### config.mk
export PLATFORM = sky130hd
export DESIGN_NAME = pwm_deadtime_flat
export DESIGN_NICKNAME = d
export VERILOG_FILES = /design/src/rtl/pwm_dt_pkg.sv /design/src/rtl/pwm_deadtime_if.sv /design/src/rtl/pwm_dt_chan.sv /design/src/rtl/pwm_deadtime.sv /design/src/flat_wrapper.sv
export SDC_FILE = /design/constraint.sdc
export NUM_CORES = 1
export LEC_CHECK = 0
export BUFFER_PORTS_ARGS = -buffer_cell sky130_fd_sc_hd__buf_2
export CAP_MARGIN = 25
export CORE_ASPECT_RATIO = 0.7
export CORE_MARGIN = 1
export CORE_UTILIZATION = 55
export CTS_CLUSTER_DIAMETER = 150
export DETAILED_ROUTE_END_ITERATION = 7
export GPL_TIMING_DRIVEN = 0
export PLACE_DENSITY = 0.81
export REMOVE_ABC_BUFFERS = 1
export SETUP_SLACK_MARGIN = 0.5
export SYNTH_ARGS = -nofsm -noshare
export SYNTH_HDL_FRONTEND = slang
export SYNTH_SLANG_ARGS = --single-unit
### constraint.sdc
create_clock -name clk -period 2.85 [get_ports clk]
set_clock_uncertainty 0.1 [all_clocks]
set_input_delay 0.1425 -clock clk [delete_from_list [all_inputs] [get_ports clk]]
set_output_delay 0.1425 -clock clk [all_outputs]
set_load 0.05 [all_outputs]
### src/rtl/pwm_dt_pkg.sv
// pwm_dt_pkg
//   Shared definitions for the dead-time gate driver stage:
//   - register select codes (addr_i[23:16])
//   - CTRL / STATUS bit positions
//   - per-channel state encoding
package pwm_dt_pkg;

  // Register select values, taken from addr_i[23:16].
  localparam logic [7:0] REG_CTRL   = 8'h00;
  localparam logic [7:0] REG_DT0    = 8'h01;
  localparam logic [7:0] REG_DT1    = 8'h02;
  localparam logic [7:0] REG_DT2    = 8'h03;
  localparam logic [7:0] REG_DT3    = 8'h04;
  localparam logic [7:0] REG_STATUS = 8'h05;

  // CTRL: [NCH-1:0] channel enables, [8] global kill.
  localparam int CTRL_KILL_BIT = 8;

  // STATUS: [3:0] hs_o, [7:4] ls_o, [11:8] sticky swallowed-pulse flags.
  localparam int STATUS_HS_LSB   = 0;
  localparam int STATUS_LS_LSB   = 4;
  localparam int STATUS_FLAG_LSB = 8;

  // Per-channel state. Only HS_ON drives the high side and only LS_ON
  // drives the low side, so the two can never overlap.
  typedef enum logic [2:0] {
    ST_OFF    = 3'd0,
    ST_LS_ON  = 3'd1,
    ST_DEAD_H = 3'd2,
    ST_HS_ON  = 3'd3,
    ST_DEAD_L = 3'd4
  } chan_state_e;

  // Select code of the dead-time register belonging to channel k.
  function automatic logic [7:0] dt_reg_sel(input int k);
    return REG_DT0 + 8'(k);
  endfunction

endpackage

### src/rtl/pwm_deadtime_if.sv
// pwm_deadtime_if
//   Peripheral bus port of the dead-time stage.
//   Signals: we_i (write strobe), addr_i (register select in [23:16]),
//   data_i (write data), data_o (read data).
//   Handshake: there is no valid/ready pair. A write happens on every
//   clock edge where we_i=1, using addr_i/data_i of that cycle; a read is
//   purely combinational, data_o follows addr_i within the same cycle.
interface pwm_deadtime_if;
  logic        we_i;
  logic [31:0] addr_i;
  logic [31:0] data_i;
  logic [31:0] data_o;

  modport master (output we_i, output addr_i, output data_i, input data_o);
  modport slave  (input we_i, input addr_i, input data_i, output data_o);
endinterface

### src/rtl/pwm_dt_chan.sv
// pwm_dt_chan
//   One complementary gate-drive channel: FSM plus dead-time counter.
//   Ports:
//     clk, rst   clock, synchronous active-high reset
//     pwm        raw PWM level for this channel
//     en, kill   channel enable and global kill (kill wins)
//     dt         dead time in clock cycles (sampled when a dead period starts)
//     hs, ls     high/low side drive, decoded from the state register
//     swallow    one-cycle pulse: a dead period was aborted because pwm
//                returned to its previous level before the period ended
//     state_o    current state, for observation
module pwm_dt_chan
  import pwm_dt_pkg::*;
#(
  parameter int DT_W = 8
) (
  input  logic            clk,
  input  logic            rst,
  input  logic            pwm,
  input  logic            en,
  input  logic            kill,
  input  logic [DT_W-1:0] dt,
  output logic            hs,
  output logic            ls,
  output logic            swallow,
  output chan_state_e     state_o
);

  chan_state_e     state_q, state_d;
  logic [DT_W-1:0] cnt_q, cnt_d;
  logic            dt_zero;

  assign dt_zero = (dt == '0);

  always_ff @(posedge clk) begin
    if (rst) begin
      state_q <= ST_OFF;
      cnt_q   <= '0;
    end else begin
      state_q <= state_d;
      cnt_q   <= cnt_d;
    end
  end

  always_comb begin
    state_d = state_q;
    cnt_d   = cnt_q;
    swallow = 1'b0;

    if (!en || kill) begin
      state_d = ST_OFF;
    end else begin
      case (state_q)
        ST_OFF: begin
          if (pwm) begin
            state_d = dt_zero ? ST_HS_ON : ST_DEAD_H;
          end else begin
            state_d = dt_zero ? ST_LS_ON : ST_DEAD_L;
          end
          cnt_d = dt;
        end

        ST_LS_ON: begin
          if (pwm) begin
            state_d = dt_zero ? ST_HS_ON : ST_DEAD_H;
            cnt_d   = dt;
          end
        end

        ST_HS_ON: begin
          if (!pwm) begin
            state_d = dt_zero ? ST_LS_ON : ST_DEAD_L;
            cnt_d   = dt;
          end
        end

        // A dead period ends on the edge where cnt is 1; loading dt at entry
        // therefore gives exactly dt cycles with both sides low. The counter
        // only decrements while it is 2 or more, so it never wraps.
        ST_DEAD_H: begin
          if (!pwm) begin
            state_d = ST_LS_ON;
            swallow = 1'b1;
          end else if (cnt_q <= DT_W'(1)) begin
            state_d = ST_HS_ON;
          end else begin
            cnt_d = cnt_q - DT_W'(1);
          end
        end

        ST_DEAD_L: begin
          if (pwm) begin
            state_d = ST_HS_ON;
            swallow = 1'b1;
          end else if (cnt_q <= DT_W'(1)) begin
            state_d = ST_LS_ON;
          end else begin
            cnt_d = cnt_q - DT_W'(1);
          end
        end

        default: begin
          state_d = ST_OFF;
        end
      endcase
    end
  end

  assign hs      = (state_q == ST_HS_ON);
  assign ls      = (state_q == ST_LS_ON);
  assign state_o = state_q;

endmodule

### src/rtl/pwm_deadtime.sv
// pwm_deadtime
//   Complementary gate driver with programmable dead time for the 4-channel
//   PWM peripheral.
//   Ports:
//     clk, rst      clock, synchronous active-high reset
//     bus           peripheral bus (we_i/addr_i/data_i/data_o), slave side
//     pwm_i         raw PWM levels, same clock domain
//     hs_o, ls_o    high/low side drives, never both high on one channel
//     dbg_state_o   per-channel FSM state, for observation
//   Registers (addr_i[23:16]): 0x00 CTRL, 0x01..0x04 DT0..DT3, 0x05 STATUS.
module pwm_deadtime
  import pwm_dt_pkg::*;
#(
  parameter int NCH  = 4,
  parameter int DT_W = 8
) (
  input  logic                  clk,
  input  logic                  rst,
  pwm_deadtime_if.slave         bus,
  input  logic [NCH-1:0]        pwm_i,
  output logic [NCH-1:0]        hs_o,
  output logic [NCH-1:0]        ls_o,
  output chan_state_e [NCH-1:0] dbg_state_o
);

  logic [7:0]                reg_sel;
  logic [NCH-1:0]            en_q, en_d;
  logic                      kill_q, kill_d;
  logic [NCH-1:0][DT_W-1:0]  dt_q, dt_d;
  logic [NCH-1:0]            flag_q, flag_d;
  logic [NCH-1:0]            swallow;
  logic [NCH-1:0]            flag_clr;

  assign reg_sel = bus.addr_i[23:16];

  // Address and data bits outside the register map are don't-care.
  logic unused_bus_bits;
  assign unused_bus_bits = ^{bus.addr_i[31:24], bus.addr_i[15:0], bus.data_i[31:12]};

  always_ff @(posedge clk) begin
    if (rst) begin
      en_q   <= '0;
      kill_q <= 1'b0;
      dt_q   <= '0;
      flag_q <= '0;
    end else begin
      en_q   <= en_d;
      kill_q <= kill_d;
      dt_q   <= dt_d;
      flag_q <= flag_d;
    end
  end

  // Register writes.
  always_comb begin
    en_d     = en_q;
    kill_d   = kill_q;
    dt_d     = dt_q;
    flag_clr = '0;
    if (bus.we_i) begin
      if (reg_sel == REG_CTRL) begin
        en_d   = bus.data_i[NCH-1:0];
        kill_d = bus.data_i[CTRL_KILL_BIT];
      end
      if (reg_sel == REG_STATUS) begin
        flag_clr = bus.data_i[STATUS_FLAG_LSB +: NCH];
      end
      for (int k = 0; k < NCH; k++) begin
        if (reg_sel == dt_reg_sel(k)) begin
          dt_d[k] = bus.data_i[DT_W-1:0];
        end
      end
    end
  end

  // Sticky flags: a new swallow event beats a simultaneous clear.
  always_comb begin
    flag_d = (flag_q & ~flag_clr) | swallow;
  end

  // Register reads, combinational from addr_i; forced to zero in reset.
  always_comb begin
    bus.data_o = '0;
    if (!rst) begin
      if (reg_sel == REG_CTRL) begin
        bus.data_o[NCH-1:0]         = en_q;
        bus.data_o[CTRL_KILL_BIT]   = kill_q;
      end
      if (reg_sel == REG_STATUS) begin
        bus.data_o[STATUS_HS_LSB +: NCH]   = hs_o;
        bus.data_o[STATUS_LS_LSB +: NCH]   = ls_o;
        bus.data_o[STATUS_FLAG_LSB +: NCH] = flag_q;
      end
      for (int k = 0; k < NCH; k++) begin
        if (reg_sel == dt_reg_sel(k)) begin
          bus.data_o[DT_W-1:0] = dt_q[k];
        end
      end
    end
  end

  for (genvar k = 0; k < NCH; k++) begin : g_chan
    pwm_dt_chan #(
      .DT_W (DT_W)
    ) u_chan (
      .clk     (clk),
      .rst     (rst),
      .pwm     (pwm_i[k]),
      .en      (en_q[k]),
      .kill    (kill_q),
      .dt      (dt_q[k]),
      .hs      (hs_o[k]),
      .ls      (ls_o[k]),
      .swallow (swallow[k]),
      .state_o (dbg_state_o[k])
    );
  end

endmodule
### src/flat_wrapper.sv
// flat-port wrapper written by rule: the top's interface ports become plain ports
module pwm_deadtime_flat import pwm_dt_pkg::*;
#(
  parameter int NCH  = 4,
  parameter int DT_W = 8
)
  (clk, rst, pwm_i, hs_o, ls_o, dbg_state_o, bus_we_i, bus_addr_i, bus_data_i, bus_data_o);
  pwm_deadtime_if bus_i ();
  input  logic clk;
  input  logic rst;
  input  logic [NCH-1:0] pwm_i;
  output logic [NCH-1:0] hs_o;
  output logic [NCH-1:0] ls_o;
  output chan_state_e [NCH-1:0] dbg_state_o;
  input wire logic [$bits(bus_i.we_i)-1:0] bus_we_i;
  input wire logic [$bits(bus_i.addr_i)-1:0] bus_addr_i;
  input wire logic [$bits(bus_i.data_i)-1:0] bus_data_i;
  output wire logic [$bits(bus_i.data_o)-1:0] bus_data_o;
  assign bus_i.we_i = bus_we_i;
  assign bus_i.addr_i = bus_addr_i;
  assign bus_i.data_i = bus_data_i;
  assign bus_data_o = bus_i.data_o;
  pwm_deadtime #(.NCH(NCH), .DT_W(DT_W)) u_core (.clk(clk), .rst(rst), .bus(bus_i), .pwm_i(pwm_i), .hs_o(hs_o), .ls_o(ls_o), .dbg_state_o(dbg_state_o));
endmodule
==> impl_metrics.py, run 1 <==
metrics = {
    "global_routing": {
        "antenna_found_initial": 0,
        "grt_usage_pct": 28.73,
        "grt_max_degree": 51,
        "grt_overflow_total": 0,
        "grt_pass1_vias": 4779,
        "grt_pass1_wl_mm": 23.30,
    },
    "place": {
        "placed_cell_area_mm2": 0.005579,
        "dp_hpwl_mm": 10.41,
        "numPortBuffers": 58,
        "place.gp.congestion": 0.9559,
    },
    "floorplan": {
        "die_area_mm2": 0.01025,
        "core-area_mm2": 0.009289,
        "die_height_um": 85.01,
        "boundaryPins": 123,
        "rows": 29,
        "start_util_pct": 58.28,
        "die_w_um": 120.6,
    },
    "routing": {
        "antenna_left": 0,
        "dr.first_iter.drc_count": 608,
        "viasPerCell": 6.181,
        "dr.pass1.iters": 5,
        "wirelength_mm": 14.84,
        "route.detailed.drc": 0,
        "wire_per_inst_um": 17.20,
        "vias": 5334,
    },
    "cts": {
        "tritoncts": "yes",
        "cts-buffers-inserted": 9,
        "insertion_delay_ns": 0.34,
        "h-tree-depth": 3,
        "cts-root-buf": "clkbuf_16",
        "cts.sinks": 85,
        "cts_buffer_depth": 2,
        "cts.clk_slew.worst_paths_ns": 0.06,
    },
    "yosys": {
        "synthArstFlopShare_pct": 0,
        "ys_ff_latch": 85,
        "synth_edf_count": 0,
        "synth_cell_types": 63,
        "yosys_warnings": 0,
        "synth_area_mm2": 0.005414,
        "avgSynthCellArea_um2": 7.723,
        "netlist_instances": 701,
        "ys_seq_area_share_pct": 31.43,
        "synth-main-ff-cell": "dfxtp_1",
    },
    "sta": {
        "final_hold_viol_count": 0,
        "slew_headroom_pct": 53.67,
        "finalSetupViolCount": 0,
        "rsz0062_at_grt": "true",
        "finalSetupTns_ns": 0,
        "period_minus_slack_ns": 2.262,
        "fmax_mhz": 442.1,
        "tightest_slew_ns": 0.6877,
        "slew_violations": 0,
        "timing.final.crit_share_pct": 79.37,
    },
    "finish": {
        "num-fill-cells": 824,
        "diodes": 0,
        "layout-drive-gt1-share_pct": 14.34,
        "area_growth_pct": 10.56,
        "fin_area_mm2": 0.005986,
        "fin_nets": 813,
        "layout_common_cells": "nor2_1 (95), dfxtp_1 (81), nand2_1 (57), mux2i_1 (57), buf_2 (55)",
        "mostFrequentLayoutCell": "nor2_1",
    },
    "pwr": {
        "p_leak_nw": 2.421,
        "ir_drop_mv": 0.3139,
        "power_density_mw_per_mm2": 406.8,
    },
    "worst_setup_path": {
        "r2r_setup_slack_ns": 0.63,
        "critPathMaxFanout": 12,
        "crit_type": "reg -> out",
        "critPathRequiredTime_ns": 2.61,
        "r2r_cells": 6,
        "end_kind": "primary output",
        "path_buf_inv": 2,
        "crit_family": "compound AO/OA/AOI/OAI gates",
        "cp_slowest_stage_delay_ns": 0.44,
        "path_cells": "inv_1, nor3_1, o21ai_0, a211oi_1, buf_4",
        "path_depth": 5,
        "cp_slowest_cell": "dfxtp_2",
        "crit_path_start_kind": "flop",
        "crit_arrival_ns": 2.02,
    },
    "job": {
        "cap_viol_max_count": 0,
    },
    "hold_path": {
        "hold_path.class": "in -> reg",
        "hold_path_depth": 3,
    },
    "run_status": {
        "status": "complete, no violations",
    },
}
-- tightest hold or removal path: stages --
cell	delay (ns)
buf_2	0.17
nand2_1	0.07
nor2_1	0.03
-- registers in the layout, indices dropped and copies added (netlist names) --
name	count
u_core.dt_q	32
u_core.g_chan.u_chan.cnt_q	32
u_core.g_chan.u_chan.state_o	12
u_core.en_q	4
u_core.flag_q	4
u_core.kill_q	1
-- kinds of logic (layout without fill, tap and decap cells) --
logic type / count (synthesis) / in the layout / share of synthesized area [%]
xor gates and xnor gates: 5 / 5 / 0.8088
AOI/OAI and AO/OA: 179 / 179 / 21.08
and+or+nand+nor: 276 / 276 / 25.28
muxes: 59 / 59 / 10.95
adders and majority gates: 8 / 8 / 1.849
DFF: 85 / 85 / 31.43
buffers and inverters: 88 / 107 / 8.528
other: 1 / 20 / 0.06927
-- what timing repair did --
action                                  in CTS  in global routing
endpoints found under the hold margin        9                  0
pin swaps                                    1                  2
resized for setup                            4                 11
endpoints found under the setup margin      13                 17
buffers inserted                             1                  2
cloned                                       0                  0
hold buffers                                 7                  0
-- cell usage after synthesis (3+ instances only) --
library cell | n | area share [%]
o32ai_1 | 5 | 0.81
buf_1 | 4 | 0.28
a21o_1 | 11 | 1.5
or2_2 | 6 | 0.69
inv_1 | 21 | 1.5
dfxtp_1 | 85 | 31
buf_2 | 6 | 0.55
o21a_1 | 4 | 0.55
nor2b_1 | 12 | 1.4
or4_1 | 8 | 1.1
nand4_1 | 4 | 0.46
nor4_1 | 11 | 1.3
o21ai_0 | 50 | 4.6
or3_1 | 5 | 0.58
o31a_1 | 3 | 0.49
a21oi_1 | 49 | 4.5
a211oi_1 | 11 | 1.5
ha_1 | 8 | 1.8
o211ai_1 | 7 | 0.97
and3b_1 | 5 | 0.81
nand3_1 | 16 | 1.5
and3_1 | 7 | 0.81
nor3_1 | 22 | 2.0
buf_4 | 31 | 4.3
clkbuf_1 | 25 | 1.7
o31ai_1 | 6 | 0.83
o22ai_1 | 5 | 0.58
a31oi_1 | 6 | 0.69
nand2b_1 | 9 | 1.0
nand2_1 | 57 | 4.0
nand3b_1 | 6 | 0.83
mux2i_1 | 57 | 11
a31o_2 | 3 | 0.49
nor2_1 | 96 | 6.7
xnor2_1 | 4 | 0.65
-- per-layer routing --
metal	vias to the layer above	part of all wire (%)	track usage, %
met3	22	9.1	7.124
met1	2523	44	38.44
met4	0	1.5	8.305
li1	2530	-	-
met2	259	45	45.98
met5	-	0	0
-- area by class of cell --
cell class / instances / area, um2 / area share [%]
clock inverters: 2 / 10.01 / 0.1672
clock buffers: 14 / 244.0 / 4.076
inverters: 21 / 78.83 / 1.317
well taps: 124 / 155.1 / 2.592
multi-input cells: 547 / 3357 / 56.08
repair buffers: 70 / 434.2 / 7.253
flip-flops and latches: 85 / 1707 / 28.51
-- report_power, final --
part           internal, mW  switching [mW]
logic                0.0436           0.149
registers              1.19         0.00119
clock network         0.590           0.463
-- metrics by stage --
stage                     total power, mW  hold slack [ns]  worst slack (ns)  std cells  util [%]
after floorplan                     1.315           0.1116           -0.9560        653         -
after global placement              1.387           0.3062            0.1995        835     59.73
after detailed placement            1.394           0.3179            0.1813        837     60.06
after CTS                           2.439         0.004822            0.4445        861     63.93
after global routing                2.509          0.03000            0.4778        863     64.44
final                               2.435          0.02160            0.5879        863     64.44
-- path summary, 6_finish.rpt --
| check | startpoint | endpoint |
|---|---|---|
| worst min register to register | u_core.g_chan[2].u_chan.cnt_q[1]$_SDFFE_PP0P_ | u_core.g_chan[2].u_chan.cnt_q[1]$_SDFFE_PP0P_ |
| worst min-delay path | pwm_i[2] | u_core.g_chan[2].u_chan.state_o[1]$_SDFFE_PP0P_ |
| worst max register to register | u_core.g_chan[1].u_chan.cnt_q[4]$_SDFFE_PP0P_ | u_core.g_chan[1].u_chan.cnt_q[0]$_SDFFE_PP0P_ |
| worst max-delay path | u_core.g_chan[1].u_chan.state_o[0]$_SDFFE_PP0P_ | bus_data_o[5] |
Power figures use the tool's default switching activity.
==> inputs of run 2 (changes only) <==
--- a/config.mk
+++ b/config.mk
@@ -9,11 +9,11 @@
 export CAP_MARGIN = 25
 export CORE_ASPECT_RATIO = 0.7
 export CORE_MARGIN = 1
-export CORE_UTILIZATION = 55
+export CORE_UTILIZATION = 50
 export CTS_CLUSTER_DIAMETER = 150
 export DETAILED_ROUTE_END_ITERATION = 7
 export GPL_TIMING_DRIVEN = 0
-export PLACE_DENSITY = 0.81
+export PLACE_DENSITY = 0.78
 export REMOVE_ABC_BUFFERS = 1
 export SETUP_SLACK_MARGIN = 0.5
 export SYNTH_ARGS = -nofsm -noshare
==> constraint.sdc (replaced) <==
create_clock -name clk -period 2 [get_ports clk]
set_clock_uncertainty 0.1 [all_clocks]
set_input_delay 0.1 -clock clk [delete_from_list [all_inputs] [get_ports clk]]
set_output_delay 0.1 -clock clk [all_outputs]
set_load 0.05 [all_outputs]
==> run 2 against run 1 <==
The flow now finishes with violations (negative setup slack). Sequential power increased by 40%. Non-clock buffer count increased by 83. Via count grew 17%. Power up 49%. Sequential share of layout area down 5.8 points. Setup slack lost 0.78 ns. First-iteration DRC count grew 31%. Critical path type is now reg -> reg. Die area grew 9.8%. Final cell count is 11% higher. Worst hold slack lost 0.011 ns. Design area rose by 31%. Global-route usage grew 3.4 points.
==> impl_metrics.py, run 2 (synthesis results as in run 1) <==
metrics = {
    "hold_path": {
        "hold_end": "u_core.dt_q[1]$_SDFFE_PP0P_",
        "min_from": "bus_data_i[1]",
        "hold_path_depth": 3,
        "hold_path.class": "in -> reg",
    },
    "finish": {
        "layout_common_cells": "nor2_1 (79), dfxtp_1 (59), nand2_1 (52), mux2i_1 (52), buf_4 (47)",
        "mostFrequentLayoutCell": "nor2_1",
        "layout-drive-gt1-share_pct": 39.44,
        "multi_input_area_mm2": 0.004109,
        "diodes": 0,
        "final_cells": 956,
        "area_growth_pct": 44.51,
        "final_util_pct": 74.99,
        "num-fill-cells": 654,
        "fin_nets": 898,
        "regArea_mm2": 0.001779,
    },
    "worst_setup_path": {
        "crit_arrival_ns": 2.38,
        "r2r_cells": 7,
        "crit_path_start_kind": "flop",
        "end_kind": "flop",
        "crit_type": "reg -> reg",
        "critPathRequiredTime_ns": 2.18,
        "crit-reg2reg-launch": "u_core.g_chan[1].u_chan.cnt_q[7]$_SDFFE_PP0P_",
        "r2r_setup_slack_ns": -0.19,
        "r2r_end": "u_core.g_chan[1].u_chan.cnt_q[3]$_SDFFE_PP0P_",
        "critPathMaxFanout": 8,
        "critPathLaunch": "u_core.g_chan[1].u_chan.cnt_q[7]$_SDFFE_PP0P_",
    },
    "sta": {
        "timing.final.crit_share_pct": 109.6,
        "period_minus_slack_ns": 2.192,
        "finalSetupViolCount": 18,
        "slew_violations": 0,
        "final_hold_viol_count": 0,
        "fin_ws_ns": -0.1916,
        "finalSetupTns_ns": -1.948,
        "tightest_slew_ns": 0.7100,
        "fmax_mhz": 456.3,
        "slew_headroom_pct": 52.61,
        "rsz0062_at_grt": "true",
    },
    "cts": {
        "cts.clk_slew.worst_paths_ns": 0.06,
        "tritoncts": "yes",
        "cts-root-buf": "clkbuf_16",
        "h-tree-depth": 3,
        "cts.sinks": 85,
        "cts_buffer_depth": 2,
        "cts-buffers-inserted": 9,
        "insertion_delay_ns": 0.35,
    },
    "global_routing": {
        "antenna_found_initial": 0,
        "grt_pass1_vias": 5568,
        "grt_max_degree": 44,
        "grt_overflow_total": 0,
        "grt_usage_pct": 32.17,
        "grt_pass1_wl_mm": 28.09,
    },
    "pwr": {
        "power_frac_comb_pct": 9.4,
        "p_clk_share_pct": 44.5,
        "p_leak_nw": 3.056,
        "p_int_mw": 2.669,
        "power_density_mw_per_mm2": 463.3,
        "power_frac_seq_pct": 46.1,
        "p_sw_share_pct": 26.36,
        "ir_drop_mv": 0.3525,
        "switchingPower_mw": 0.9556,
    },
    "floorplan": {
        "die_area_mm2": 0.01125,
        "core-area_mm2": 0.01043,
        "boundaryPins": 123,
        "rows": 31,
        "die_w_um": 126.4,
        "start_util_pct": 51.89,
        "die_height_um": 89.06,
    },
    "place": {
        "dp_cells": 845,
        "place.gp.congestion": 0.8947,
        "dp_hpwl_mm": 10.49,
        "numPortBuffers": 58,
    },
    "routing": {
        "viasPerCell": 6.525,
        "dr.pass1.iters": 6,
        "route.detailed.drc": 0,
        "dr_wl_met3_mm": 1.969,
        "antenna_left": 0,
        "wl_met2_mm": 9.512,
        "vias": 6238,
        "wirelength_mm": 20.25,
        "met1_length_mm": 7.806,
        "wire_per_inst_um": 21.19,
        "dr.first_iter.drc_count": 796,
        "routed.top_layer": "met4",
    },
    "run_status": {
        "status": "complete, but fails checks",
        "violations": "negative setup slack",
    },
    "job": {
        "cap_viol_max_count": 0,
    },
}
==> run 2: cell types whose count changed in the layout (fill, tap and decap cells not counted), sizes merged <==
| cell | change |
|---|---|
| o211a | +1 |
| or2 | +1 |
| clkinv | -1 |
| dlygate4sd3 | +3 |
| buf | +80 |
| clkbuf | +1 |
==> run 2: final cells by class <==
type | instances | share of cell area (%)
Timing Repair Buffer | 153 | 18.07
Sequential cell | 85 | 22.74
Tap cell | 132 | 2.111
Clock inverter | 1 | 0.06397
Inverter | 21 | 1.071
Clock buffer | 15 | 3.422
Multi-Input combinational cell | 549 | 52.52
==> run 2: what timing repair did <==
| action | 4_1_cts | 5_1_grt |
|---|---|---|
| hold endpoints to repair | 16 | 0 |
| endpoints found under the setup margin | 101 | 100 |
| hold buffers | 10 | 0 |
| cloned | 3 | 0 |
| gates resized for setup | 232 | 80 |
| pin swaps | 80 | 39 |
| buffers inserted | 57 | 25 |
==> run 2: metrics by stage <==
step           hold WS (ns)  power, mW  setup slack (ns)  instance area [um2]
4_1_cts            0.001799      3.559           -0.1456                 7307
5_1_grt            0.008282      3.708           -0.2362                 7824
6_report            0.01039      3.625           -0.1916                 7824
2_1_floorplan       0.06907      1.874            -1.764                 5102
3_5_place_dp         0.2777      1.989           -0.6973                 5593
3_3_place_gp         0.2636      1.977           -0.6314                 5558
==> run 2: how the worst max path moves through the flow <==
| stage | to | depth (start not counted) |
|---|---|---|
| 2_1_floorplan | bus_data_o[5] | 4 |
| 3_3_place_gp | u_core.flag_q[0]$_SDFF_PP0_ | 6 |
| 3_5_place_dp | u_core.flag_q[0]$_SDFF_PP0_ | 6 |
| 4_1_cts | u_core.g_chan[1].u_chan.cnt_q[7]$_SDFFE_PP0P_ | 7 |
| 5_1_grt | u_core.g_chan[1].u_chan.cnt_q[6]$_SDFFE_PP0P_ | 7 |
| 6_report | u_core.g_chan[1].u_chan.cnt_q[3]$_SDFFE_PP0P_ | 7 |
==> run 2: layer usage <==
layer	vias up	track usage, %
li1	2728	-
met1	2953	40.42
met2	446	53.19
met3	111	6.583
met4	0	16.98
met5	-	0
==> run 2: power groups by stage <==
stage	sequential [mW]	combinational [mW]	clock (mW)
2_1_floorplan	1.73	0.141	0
3_3_place_gp	1.73	0.244	0
3_5_place_dp	1.73	0.256	0
4_1_cts	1.68	0.302	1.58
5_1_grt	1.67	0.351	1.69
6_report	1.67	0.340	1.61
==> run 2: worst max-delay path, stage by stage (launching register included) <==
cell	delay, ns
dfxtp_2	0.32
or4_4	0.53
or4_4	0.45
o221ai_4	0.26
buf_12	0.15
buf_16	0.11
o211ai_1	0.09
o21ai_1	0.11
